[src/rtl/riscv_dual_issue_pkg.sv]
// Shared types for the dual-issue issue stage: opcodes, ABI register names,
// issue FSM states and the issue-slot record.
package riscv_dual_issue_pkg;

  typedef enum logic [6:0] {
    OP_LOAD     = 7'b0000011,
    OP_MISC_MEM = 7'b0001111,
    OP_IMM      = 7'b0010011,
    OP_AUIPC    = 7'b0010111,
    OP_STORE    = 7'b0100011,
    OP_OP       = 7'b0110011,
    OP_LUI      = 7'b0110111,
    OP_BRANCH   = 7'b1100011,
    OP_JALR     = 7'b1100111,
    OP_JAL      = 7'b1101111,
    OP_SYSTEM   = 7'b1110011
  } opcode_t;

  typedef enum logic [4:0] {
    ZERO, RA, SP, GP, TP, T0, T1, T2, S0, S1,
    A0, A1, A2, A3, A4, A5, A6, A7,
    S2, S3, S4, S5, S6, S7, S8, S9, S10, S11,
    T3, T4, T5, T6
  } abi_reg_t;

  typedef enum logic {ISSUE_NORMAL, ISSUE_SPLIT} issue_state_t;

  localparam logic [31:0] DEFAULT_NOP_INST = 32'h0000_0013;

  typedef struct packed {
    logic        valid;
    logic [31:0] inst;
    logic [31:0] pc;
  } issue_slot_t;

  function automatic logic is_defined_op(input logic [6:0] op);
    case (op)
      OP_LOAD, OP_MISC_MEM, OP_IMM, OP_AUIPC, OP_STORE, OP_OP,
      OP_LUI, OP_BRANCH, OP_JALR, OP_JAL, OP_SYSTEM: return 1'b1;
      default: return 1'b0;
    endcase
  endfunction

endpackage

[src/rtl/riscv_pair_check.sv]
// Combinational co-issue legality check for an older/younger instruction pair:
// opcode capability plus RAW/WAW register hazards.
module riscv_pair_check
  import riscv_dual_issue_pkg::*;
(
  input  logic [31:0] inst0,
  input  logic [31:0] inst1,
  input  logic        inst1_valid,
  input  logic        dual_en,
  output logic        pairable
);

  opcode_t  op0, op1;
  abi_reg_t rd0, rd1, src1, src2;
  logic     older_ok, younger_ok, older_writes, reads_rs1, reads_rs2, raw, waw;

  assign op0  = opcode_t'(inst0[6:0]);
  assign op1  = opcode_t'(inst1[6:0]);
  assign rd0  = abi_reg_t'(inst0[11:7]);
  assign rd1  = abi_reg_t'(inst1[11:7]);
  assign src1 = abi_reg_t'(inst1[19:15]);
  assign src2 = abi_reg_t'(inst1[24:20]);

  always_comb begin
    older_ok     = is_defined_op(inst0[6:0]) &&
                   !(op0 inside {OP_JAL, OP_JALR, OP_BRANCH, OP_SYSTEM});
    younger_ok   = op1 inside {OP_OP, OP_IMM, OP_LUI, OP_AUIPC};
    older_writes = !(op0 inside {OP_STORE, OP_BRANCH}) && (rd0 != ZERO);
    // LUI/AUIPC read no registers; OP-IMM reads only rs1
    reads_rs1    = op1 inside {OP_OP, OP_IMM};
    reads_rs2    = (op1 == OP_OP);
    raw          = older_writes && ((reads_rs1 && (src1 == rd0)) ||
                                    (reads_rs2 && (src2 == rd0)));
    waw          = (rd0 != ZERO) && (rd1 == rd0);
    pairable     = dual_en && inst1_valid && younger_ok && older_ok && !raw && !waw;
  end

endmodule

[src/rtl/riscv_dual_issue.sv]
// Dual-issue issue stage: steers a fetch bundle onto pipe 1 / pipe 2, splitting
// illegal pairs through a one-entry hold register. Optional RISCV_ISSUE_STATS_EN.
module riscv_dual_issue
  import riscv_dual_issue_pkg::*;
#(
  parameter bit          DUAL_EN  = 1'b1,
  parameter logic [31:0] NOP_INST = DEFAULT_NOP_INST
) (
  input  logic        clk,
  input  logic        rst,
  input  logic        fb_valid,
  output logic        fb_ready,
  input  logic [31:0] fb_pc,
  input  logic [31:0] fb_inst0,
  input  logic [31:0] fb_inst1,
  input  logic        fb_inst1_valid,
  input  logic        stall_in,
  input  logic        flush,
  output logic        p1_valid,
  output logic [31:0] p1_inst,
  output logic [31:0] p1_pc,
  output logic        p2_valid,
  output logic [31:0] p2_inst,
  output logic [31:0] p2_pc
`ifdef RISCV_ISSUE_STATS_EN
  ,
  output logic [31:0] stat_dual_cnt,
  output logic [31:0] stat_split_cnt
`endif
);

  localparam issue_slot_t EMPTY_SLOT = '{valid: 1'b0, inst: NOP_INST, pc: 32'h0};

  issue_state_t state_reg, state_next;
  issue_slot_t  p1_reg, p1_next, p2_reg, p2_next, hold_reg, hold_next;
  logic         pairable;

  riscv_pair_check u_pair_check (
    .inst0       (fb_inst0),
    .inst1       (fb_inst1),
    .inst1_valid (fb_inst1_valid),
    .dual_en     (DUAL_EN),
    .pairable    (pairable)
  );

  assign fb_ready = (state_reg == ISSUE_NORMAL) && !stall_in && !flush;

  always_comb begin
    state_next = state_reg;
    p1_next    = p1_reg;
    p2_next    = p2_reg;
    hold_next  = hold_reg;
    if (flush) begin
      p1_next    = EMPTY_SLOT;
      p2_next    = EMPTY_SLOT;
      hold_next  = '0;
      state_next = ISSUE_NORMAL;
    end else if (!stall_in) begin
      case (state_reg)
        ISSUE_NORMAL: begin
          if (fb_valid) begin
            p1_next = '{valid: 1'b1, inst: fb_inst0, pc: fb_pc};
            if (pairable) begin
              p2_next = '{valid: 1'b1, inst: fb_inst1, pc: fb_pc + 32'd4};
            end else begin
              p2_next = EMPTY_SLOT;
              if (fb_inst1_valid) begin
                hold_next  = '{valid: 1'b1, inst: fb_inst1, pc: fb_pc + 32'd4};
                state_next = ISSUE_SPLIT;
              end
            end
          end else begin
            p1_next = EMPTY_SLOT;
            p2_next = EMPTY_SLOT;
          end
        end
        ISSUE_SPLIT: begin
          p1_next    = '{valid: 1'b1, inst: hold_reg.inst, pc: hold_reg.pc};
          p2_next    = EMPTY_SLOT;
          hold_next  = '0;
          state_next = ISSUE_NORMAL;
        end
        default: state_next = ISSUE_NORMAL;
      endcase
    end
  end

  always_ff @(posedge clk) begin
    if (rst) begin
      state_reg <= ISSUE_NORMAL;
      p1_reg    <= EMPTY_SLOT;
      p2_reg    <= EMPTY_SLOT;
      hold_reg  <= '0;
    end else begin
      state_reg <= state_next;
      p1_reg    <= p1_next;
      p2_reg    <= p2_next;
      hold_reg  <= hold_next;
    end
  end

  assign p1_valid = p1_reg.valid;
  assign p1_inst  = p1_reg.inst;
  assign p1_pc    = p1_reg.pc;
  assign p2_valid = p2_reg.valid;
  assign p2_inst  = p2_reg.inst;
  assign p2_pc    = p2_reg.pc;

`ifdef RISCV_ISSUE_STATS_EN
  logic accept;
  assign accept = fb_ready && fb_valid;

  // Counters survive flush; only reset clears them
  always_ff @(posedge clk) begin
    if (rst) begin
      stat_dual_cnt  <= '0;
      stat_split_cnt <= '0;
    end else begin
      if (accept && pairable)
        stat_dual_cnt <= stat_dual_cnt + 32'd1;
      if (accept && fb_inst1_valid && !pairable)
        stat_split_cnt <= stat_split_cnt + 32'd1;
    end
  end
`endif

endmodule

[config.mk]
export PLATFORM = sky130hd
export DESIGN_NAME = riscv_dual_issue
export DESIGN_NICKNAME = d
export VERILOG_FILES = /design/src/rtl/riscv_dual_issue_pkg.sv /design/src/rtl/riscv_pair_check.sv /design/src/rtl/riscv_dual_issue.sv
export SDC_FILE = /design/constraint.sdc
export NUM_CORES = 1
export LEC_CHECK = 0
export ABC_AREA = 1
export CORE_ASPECT_RATIO = 1.2
export CORE_MARGIN = 2
export CORE_UTILIZATION = 52
export CTS_CLUSTER_SIZE = 24
export DETAILED_ROUTE_END_ITERATION = 10
export GPL_ROUTABILITY_DRIVEN = 1
export HOLD_SLACK_MARGIN = 0.05
export PLACE_DENSITY = 0.92
export SLEW_MARGIN = 20
export SYNTH_ARGS = -nofsm -noshare
export SYNTH_HDL_FRONTEND = slang
export SYNTH_HIERARCHICAL = 1
export SYNTH_SLANG_ARGS = --single-unit
[constraint.sdc]
create_clock -name clk -period 5.5 [get_ports clk]
set_clock_uncertainty 0.05 [all_clocks]
set_input_delay 1.1 -clock clk [delete_from_list [all_inputs] [get_ports clk]]
set_output_delay 1.1 -clock clk [all_outputs]
set_load 0.005 [all_outputs]
==> impl_metrics.tcl, run 1 <==
set metrics [dict create \
    run_status "complete, no violations" \
    worst-endpoint-arrival_ns 4.03 \
    ys.warnings.count 6 \
    cts_buffers 17 \
    clkSinkCount 195 \
    finalSetupTns_ns 0 \
    dp.cells 1581 \
    grt_max_degree 103 \
    first_iter_violations 817 \
    maxSlewViolCount 0 \
    drt_wl_total_um 27240 \
    rows 51 \
    vias 8949 \
    grt_pass1_vias 8720 \
    post_cts_resize_count 0 \
    grt_pass1_wl_um 42870 \
    die_y_um 143.8 \
    setup_viol 0 \
    crit_fanout 94 \
    p_per_area_mw_per_mm2 259.0 \
    tightest_slew_ns 1.048 \
    post-cts-setup-buffers 0 \
    place_ws_ns 1.392 \
    p_leak_uw 0.003907 \
    largest_reg_flops 64 \
    core_mm2 0.01608 \
    dieArea_mm2 0.01732 \
    rsz0062_at_grt "false" \
    cts.htree.levels 4 \
    antenna_found_initial 0 \
    max_slew_margin_pct 30.16 \
    cts_tree "built" \
    drive_above_1_share_pct 5.496 \
    grt_usage_pct 31.05 \
    cts_root_buf "clkbuf_16" \
    post_synth_instance_area_mm2 0.008466 \
    fmax_ghz 0.2631 \
    synth_seq_area_share_pct 46.11 \
    via_per_inst 5.548 \
    final_cell_area_mm2 0.01132 \
    r2r-start "state_reg" \
    reg2reg_to "hold_reg[5]" \
    synth-edff-count 0 \
    hold_path.class "register to register" \
    syn-num-nets 1304 \
    ff2ff_path_depth 7 \
    avgRoutedWirePerCell_um 16.89 \
    dpl.hpwl_um 18110 \
    finalCritPeriodShare_pct 69.12 \
    ys_seq_elements 195 \
    overflow 0 \
    area_delta_synth_final_pct 33.70 \
    finalWorstSetupSlack_ns 1.698 \
    syn_area_per_cell_um2 7.049 \
    maxCapViolCount 0 \
    cp.required_ns 5.73 \
    critPathLaunch "stall_in" \
    async_flop_share_pct 0 \
    synth_ff_type "dfxtp_1" \
    ctsHoldBuffers 0 \
    end_kind "register" \
    fin_cells 1613 \
    ios 233 \
    timing.reg2reg.setup_slack_ns 2.95 \
    ir_worst_vdd_mv 0.2592 \
    path_class "primary input to register" \
    drc 0 \
    start_util_pct 52.65 \
    clock_path_buffers 2 \
    final_nets 1491 \
    synth_cells 1201 \
    place_area_mm2 0.01077 \
    gp_congestion 0.9781 \
    portBuffers 232 \
    drt-pass1-iter-count 5 \
    synth.distinct_cells 35 \
    critPathLaunchType "primary input" \
    period_needed_ns 3.802 \
    power_uw 2931 \
    clock_latency_ns 0.44 \
    die_w_um 120.5 \
    n_antenna_cell 0 \
    clkTransAtPathRegs_ns 0.07 \
    hold_violations 0 \
    ant_nets 0 \
    crit_end "p2_pc[19]" \
]
## synth_stat cells, types with 4 or more instances
| cell type | count | area share (%) |
|---|---|---|
| a31oi_1 | 35 | 2.6 |
| xnor2_1 | 9 | 0.93 |
| nor2_1 | 61 | 2.7 |
| inv_2 | 9 | 0.40 |
| nand4_1 | 4 | 0.30 |
| nor2_2 | 4 | 0.30 |
| buf_2 | 24 | 1.4 |
| a22oi_1 | 4 | 0.35 |
| nand2_1 | 421 | 19 |
| clkbuf_1 | 30 | 1.3 |
| or2_2 | 4 | 0.30 |
| nand2_2 | 6 | 0.44 |
| buf_4 | 7 | 0.62 |
| a21oi_1 | 173 | 10 |
| nor2_4 | 7 | 0.93 |
| inv_1 | 46 | 2.0 |
| buf_1 | 8 | 0.35 |
| o21ai_0 | 35 | 2.1 |
| nor3_1 | 4 | 0.24 |
| nand3_1 | 92 | 5.4 |
| dfxtp_1 | 195 | 46 |
## worst min-delay path by stage
| stage | startpoint | to | depth (start not counted) |
|---|---|---|---|
| floorplan | hold_reg[3] | hold_reg[3] | 2 |
| global placement | hold_reg[58] | hold_reg[58] | 2 |
| detailed placement | hold_reg[39] | hold_reg[39] | 2 |
| CTS | hold_reg[39] | hold_reg[39] | 2 |
| global route | hold_reg[36] | hold_reg[36] | 2 |
| finish | p2_pc[30] | p2_pc[30] | 2 |
## where the power goes
| group | leakage [uW] | switching, uW | internal, uW | total [uW] |
|---|---|---|---|---|
| registers | 0.00158 | 11.4 | 1430 | 1440 |
| logic | 0.00207 | 181 | 133 | 314 |
| clock network | 0.000259 | 586 | 590 | 1180 |
## cell families after synthesis
logic type	Yosys count	synth area share (%)
flops	195	46.11
fa+ha+maj	1	0.1478
simple gates	608	29.80
buf+inv	128	6.636
other cells	1	0.04430
xor+xnor	11	1.138
compound gates	257	16.12
## critical path, stage by stage
cell and delay (ns):
buf_4 0.76, buf_4 0.55, inv_2 0.08, nand3_2 0.17
clkinv_2 0.76, nand3_1 0.46, a21oi_1 0.11
## cell usage in the layout (no fill, tap or decap), types with 2 or more instances in the layout
master           count
a21oi_1            173
a22oi_1              4
a31oi_1             35
buf_4                9
clkbuf_16           17
clkdlybuf4s50_1    231
clkinv_2             2
clkinv_4             5
clkinvlp_4           4
dfxtp_1            195
inv_1               45
inv_2                8
inv_4                2
inv_6                4
nand2_1            421
nand2_2              6
nand3_1             92
nand4_1              4
nor2_1              60
nor2_2               5
nor2_4               7
nor3_1               4
o21ai_0             35
o21bai_1             3
o22ai_1              3
or2_1                3
or2_2                4
xnor2_1              9
xor2_1               2
## layer usage
metal / up-vias / global-route usage [%] / wire length [um]
met2: 405 / 55.61 / 13630
met1: 4156 / 35.00 / 10590
met4: 0 / 15.12 / 1067
met5: - / 0 / 0
met3: 80 / 6.468 / 1949
li1: 4308 / - / -
## stage by stage
stage	utilization (%)	hold slack, ns
2_1_floorplan	-	0.3892
6_report	70.39	0.4143
5_1_grt	70.39	0.4249
3_3_place_gp	66.95	0.3978
3_5_place_dp	66.95	0.4020
4_1_cts	70.38	0.4129
## final cells by class
class | instances | area [um^2]
clock buffer | 17 | 425.4
clock inverter | 15 | 125.1
fill | 1314 | 4762
inverter | 56 | 216.5
multi-input combinational | 878 | 4003
sequential | 195 | 3904
tap | 212 | 265.3
timing repair buffer | 240 | 2380
No activity file was read; power rests on OpenSTA's default activity.
==> run 2, diff against run 1 <==
- CORE_UTILIZATION: 52 -> 44
- PLACE_DENSITY: 0.92 -> 0.83
- clock period: 5.5 -> 3.1 ns (I/O delays scaled with it)
==> run 2 against run 1 <==
Sequential share of layout area is 0.86 points lower. Critical path depth is 8 higher. Worst hold slack worse by 0.0039 ns. Critical endpoint is now hold_reg[6]. Non-clock buffer count is 16 higher. Global-route usage is 3.9 points lower. Largest power group unchanged. Cell count is 3.6% higher. Total power is 85% higher.
==> impl_metrics.tcl, run 2 (synthesis gave the netlist of run 1 again) <==
set metrics [dict create \
    run_status "complete, no violations" \
    min-delay-start "hold_reg[38]" \
    r2r-start "state_reg" \
    post_cts_resize_count 0 \
    fin_cells 1671 \
    end_kind "register" \
    dp.cells 1641 \
    gp_congestion 0.9471 \
    portBuffers 232 \
    vias 8745 \
    p_leak_uw 0.004045 \
    grt_max_degree 67 \
    antenna_found_initial 1 \
    rsz0062_at_grt "false" \
    slowest_delay_ns 0.54 \
    drive_above_1_share_pct 6.360 \
    ir_worst_vdd_mv 0.3486 \
    maxSlewViolCount 0 \
    first_iter_violations 667 \
    worst-endpoint-arrival_ns 3.13 \
    critPathLaunch "fb_inst1[0]" \
    reg2reg_to "hold_reg[6]" \
    path_class "primary input to register" \
    final_nets 1507 \
    critPathLaunchType "primary input" \
    rows 55 \
    final_cell_mix "nand2_1 (421), clkdlybuf4s50_1 (231), dfxtp_1 (195), a21oi_1 (173), nand3_1 (92)" \
    dpl.hpwl_um 19130 \
    finalSetupTns_ns 0 \
    drt-pass1-iter-count 6 \
    dieArea_mm2 0.02037 \
    hold_ws_ns 0.4104 \
    period_needed_ns 2.804 \
    setup_viol 0 \
    die_w_um 130.6 \
    path_cells "clkdlybuf4s50_1, inv_2, nor2_1, nand3_1, nor3_1, nand2_1, a21oi_2, nor2_1, nand2_2, nand2_2, inv_4, nand2_1, o21ai_0, nand2_1, inv_1" \
    core_mm2 0.01886 \
    n_antenna_cell 0 \
    fmax_ghz 0.3566 \
    clock_path_buffers 2 \
    cts_root_buf "clkbuf_16" \
    post-cts-setup-buffers 0 \
    hold_violations 0 \
    cpMostUsedCell "nand2_1" \
    cts_tree "built" \
    via_per_inst 5.233 \
    area_delta_synth_final_pct 37.13 \
    grt_usage_pct 27.19 \
    slowest_stage "clkdlybuf4s50_1" \
    final_core_util_pct 61.57 \
    drt_wl_total_um 27690 \
    tightest_slew_ns 0.7342 \
    hold_path.class "register to register" \
    timing.reg2reg.setup_slack_ns 1.27 \
    cp.required_ns 3.42 \
    ctsHoldBuffers 0 \
    clock_latency_ns 0.43 \
    maxCapViolCount 0 \
    largest_reg_flops 64 \
    final_common_cell "nand2_1" \
    power_uw 5427 \
    finalCritPeriodShare_pct 90.47 \
    cts.htree.levels 4 \
    ant_nets 0 \
    avgRoutedWirePerCell_um 16.57 \
    crit_buf_inv 4 \
    cts_buffers 17 \
    p_per_area_mw_per_mm2 467.5 \
    ff2ff_path_depth 9 \
    clkTransAtPathRegs_ns 0.07 \
    ios 233 \
    grt_pass1_wl_um 43480 \
    start_util_pct 44.90 \
    crit_fanout 64 \
    critPathTopFamily "buffers and inverters" \
    max_slew_margin_pct 51.06 \
    clkSinkCount 195 \
    die_y_um 155.9 \
    grt_pass1_vias 8489 \
    overflow 0 \
    hold_depth 2 \
    whs_endpoint "hold_reg[38]" \
    drc 0 \
]
[run 2: cell count changes in the layout (fill, tap and decap cells not counted), moves of 2 or more]
cell	before	now
buf_12	0	5
buf_4	9	20
bufinv_16	0	3
clkbuf_8	0	2
clkinv_4	5	2
clkinvlp_4	4	0
[run 2: layout make-up]
type,instances,area [um^2]
multi-input combinational,878,4003
clock buffer,20,456.7
inverter,56,215.2
timing repair buffer,256,2562
fill,1719,7247
sequential,195,3904
tap,256,320.3
clock inverter,10,147.6
[run 2: worst max path at each step]
stage / endpoint / slack (ns) / depth (start not counted)
after floorplan: hold_reg[16] / 1.02 / 11
after global placement: hold_reg[6] / 0.02 / 18
after detailed placement: hold_reg[49] / 0.008 / 16
after CTS: hold_reg[5] / 0.42 / 13
after global routing: hold_reg[31] / 0.12 / 15
final: hold_reg[6] / 0.30 / 15
[run 2: worst register-to-register path, cell delays in order (launching register included)]
cell,delay [ns]
dfxtp_1,0.45
inv_2,0.21
nor2_4,0.05
inv_2,0.09
nand2_2,0.07
inv_4,0.54
nand2_1,0.11
o21ai_0,0.10
nand2_1,0.06
inv_1,0.05
[run 2: per-layer routing]
layer	part of all wire [%]	vias up	GRT usage, %	wire length (um)
li1	-	4341	-	-
met1	40	3969	32.43	11130
met2	48	368	45.63	13330
met3	8.2	67	7.922	2283
met4	3.4	0	11.04	943
met5	0	-	0	0
[run 2: report_power, final]
part	leakage (uW)	internal [uW]	switching, uW	total, uW
clock network	0.000298	1320	980	2300
registers	0.00158	2540	19.1	2560
logic	0.00217	248	323	572
[run 2: through the flow]
step / worst slack, ns / area (um^2)
after global routing: 0.1157 / 11610
after global placement: 0.01526 / 11000
after detailed placement: 0.007780 / 11000
after CTS: 0.4200 / 11610
after floorplan: 1.022 / 8466
final: 0.2956 / 11610
==> run 3, diff against run 2 <==
- ABC_AREA: 1 -> 0
- CORE_UTILIZATION: 44 -> 42
- PLACE_DENSITY: 0.83 -> 0.82
==> run 3 against run 2 <==
Global-route usage is 2.2 points lower. Clock power about the same. Utilization fell by 0.68 points. Synthesized cell count is 28% lower. First-iteration DRC count shrank 18%. Synthesized area down 8.7%. Maximum frequency decreased by 1.6%. Largest cell class is now sequential cells. Worst setup slack lost 0.045 ns. Critical path depth decreased by 3. Sequential power is essentially flat. Largest power group unchanged. Total power up 1.4%.
==> impl_metrics.tcl, run 3 <==
set metrics [dict create \
    overflow 0 \
    ys_seq_elements 195 \
    regArea_mm2 0.003905 \
    setup_viol 0 \
    use_met1_pct 28.92 \
    ios 233 \
    worst-endpoint-arrival_ns 3.16 \
    drt-pass1-iter-count 6 \
    synth_cells 869 \
    largest_reg_flops 64 \
    synth_top_family_by_area "compound AO/OA/AOI/OAI gates" \
    cts.htree.levels 4 \
    n_antenna_cell 0 \
    hold_violations 0 \
    post_cts_resize_count 0 \
    cts_buffers 17 \
    synth-edff-count 0 \
    final_core_util_pct 60.89 \
    hold_path.class "register to register" \
    final_nets 1179 \
    synth_seq_area_share_pct 50.49 \
    end_kind "register" \
    finalCritPeriodShare_pct 91.91 \
    tightest_slew_ns 0.9694 \
    final_cell_mix "clkdlybuf4s50_1 (231), dfxtp_1 (194), nor2_1 (158), a22oi_1 (79), o21ai_0 (70)" \
    avgRoutedWirePerCell_um 18.61 \
    clkTransAtPathRegs_ns 0.07 \
    dp.cells 1281 \
    grt_pass1_vias 7365 \
    max_slew_margin_pct 35.38 \
    clkSinkCount 195 \
    period_needed_ns 2.849 \
    clock_latency_ns 0.43 \
    ctsHoldBuffers 0 \
    antenna_found_initial 1 \
    slowest_stage "or4_1" \
    fin_cells 1313 \
    ant_nets 0 \
    die_w_um 127.9 \
    syn-num-nets 972 \
    run_status "complete, no violations" \
    grt_pass1_wl_um 38740 \
    yosysMostFrequentCell "dfxtp_1" \
    synth_ff_type "dfxtp_1" \
    grt_usage_pct 24.96 \
    maxSlewViolCount 0 \
    die_y_um 152.6 \
    crit_fanout 22 \
    cts_tree "built" \
    top_usage_layer "met2" \
    synth_compound_area_share_pct 24.00 \
    multi_input_area_mm2 0.003533 \
    vias 7477 \
    via_per_inst 5.695 \
    start_util_pct 42.70 \
    clock_path_buffers 2 \
    ys.warnings.count 6 \
    post-cts-setup-buffers 0 \
    synth_mux_area_share_pct 0 \
    drt_wl_total_um 24430 \
    first_iter_violations 545 \
    syn_area_per_cell_um2 8.898 \
    critPathLaunchType "primary input" \
    power_uw 5502 \
    path_cells "clkdlybuf4s50_1, or4_1, nor2_1, a311oi_1, a211oi_1, buf_4, and3b_1, o21ai_4, and2_1, buf_12, nand2_1, o21ai_1" \
    drc 0 \
    core_mm2 0.01811 \
    synthTopCellsByArea "dfxtp_1 (50%), a221o_1 (7.9%), a22oi_1 (7.7%)" \
    dieArea_mm2 0.01952 \
    synth-xor-area-share_pct 4.871 \
    maxCapViolCount 0 \
    cts_root_buf "clkbuf_16" \
    path_class "primary input to register" \
    netlist.top_cell.by_area "dfxtp_1" \
    dpl.hpwl_um 16370 \
    synth-simple-area-share_pct 16.31 \
    place_ws_ns -0.1942 \
    p_leak_uw 0.003840 \
    rows 54 \
    post_synth_instance_area_mm2 0.007732 \
    cp.required_ns 3.41 \
    synth_fa_ha_area_share_pct 0.1618 \
    p_per_area_mw_per_mm2 499.0 \
    drive_above_1_share_pct 6.703 \
    rsz0062_at_grt "false" \
    area_delta_synth_final_pct 42.59 \
    ir_worst_vdd_mv 0.3863 \
    synth.distinct_cells 41 \
    fmax_ghz 0.3510 \
    finalWorstSetupSlack_ns 0.2507 \
    synthTopCellsByCount "dfxtp_1 (195), nor2_1 (158), a22oi_1 (79)" \
    synth.top_cell.area_share_pct 50.49 \
    grt_max_degree 133 \
    portBuffers 232 \
    final_common_cell "clkdlybuf4s50_1" \
    async_flop_share_pct 0 \
    gp_congestion 0.8154 \
    met3_usage_pct 7.830 \
    fill_cells 1534 \
    slowest_delay_ns 0.55 \
    use_met2_pct 42.17 \
]
==> run 3: changes by cell type after synthesis, moves of 38 or more <==
| cell | change |
|---|---|
| a21oi_1 | -169 |
| nand2_1 | -357 |
| nor2_1 | +97 |
| a221o_1 | +61 |
| nand3_1 | -77 |
| o21ai_1 | +38 |
| a22oi_1 | +75 |
| inv_1 | -38 |
==> run 3: final cells by class <==
cell class / instances / share of cell area [%]
flip-flops and latches: 195 / 35.42
multi-input cells: 593 / 32.05
repair buffers: 260 / 24.08
clock buffers: 22 / 4.301
well taps: 224 / 2.542
clock inverters: 10 / 1.305
inverters: 9 / 0.3064
==> run 3: path summary, 6_finish.rpt <==
check	startpoint	cells after the start	to	slack (ns)
min	hold_reg[21]	2	hold_reg[21]	0.40
max reg2reg	state_reg	4	p1_pc[7]	1.22
min reg2reg	hold_reg[21]	2	hold_reg[21]	0.40
max	fb_inst0[8]	12	hold_reg[17]	0.25
==> run 3: cells by family (layout without fill, tap and decap cells) <==
kind of cell             count (synthesis)  in the layout
AO/OA/AOI/OAI                          265            265
XOR/XNOR                                43             43
adder cells (fa/ha/maj)                  1              1
buffers and inverters                   81            301
flip-flops                             195            195
other                                    1              1
AND/OR/NAND/NOR                        283            283
==> run 3: worst max-delay path, delay by kind of cell <==
kind,cells,cell delay [ns]
AND/OR/NAND/NOR,5,1.17
buffers and inverters,3,0.75
AO/OA/AOI/OAI,4,0.60
==> run 3: power breakdown <==
part	switching (uW)	total, uW	internal [uW]
Combinational	301	607	306
Sequential	24.1	2570	2550
Clock	978	2320	1340
==> run 3: stage by stage <==
step | TNS (ns) | instance area (um^2) | hold WS, ns
after floorplan | 0 | 7732 | 0.3760
after global routing | 0 | 11030 | 0.4200
after detailed placement | -11.37 | 10410 | 0.3896
after global placement | -5.690 | 10410 | 0.3849
after CTS | 0 | 11030 | 0.3989
final | 0 | 11030 | 0.3983
==> run 3: routing by layer <==
metal / vias up / share of wire, %
met3: 61 / 9.0
met2: 319 / 48
met4: 2 / 3.3
li1: 3530 / -
met1: 3565 / 39
met5: - / 0.065
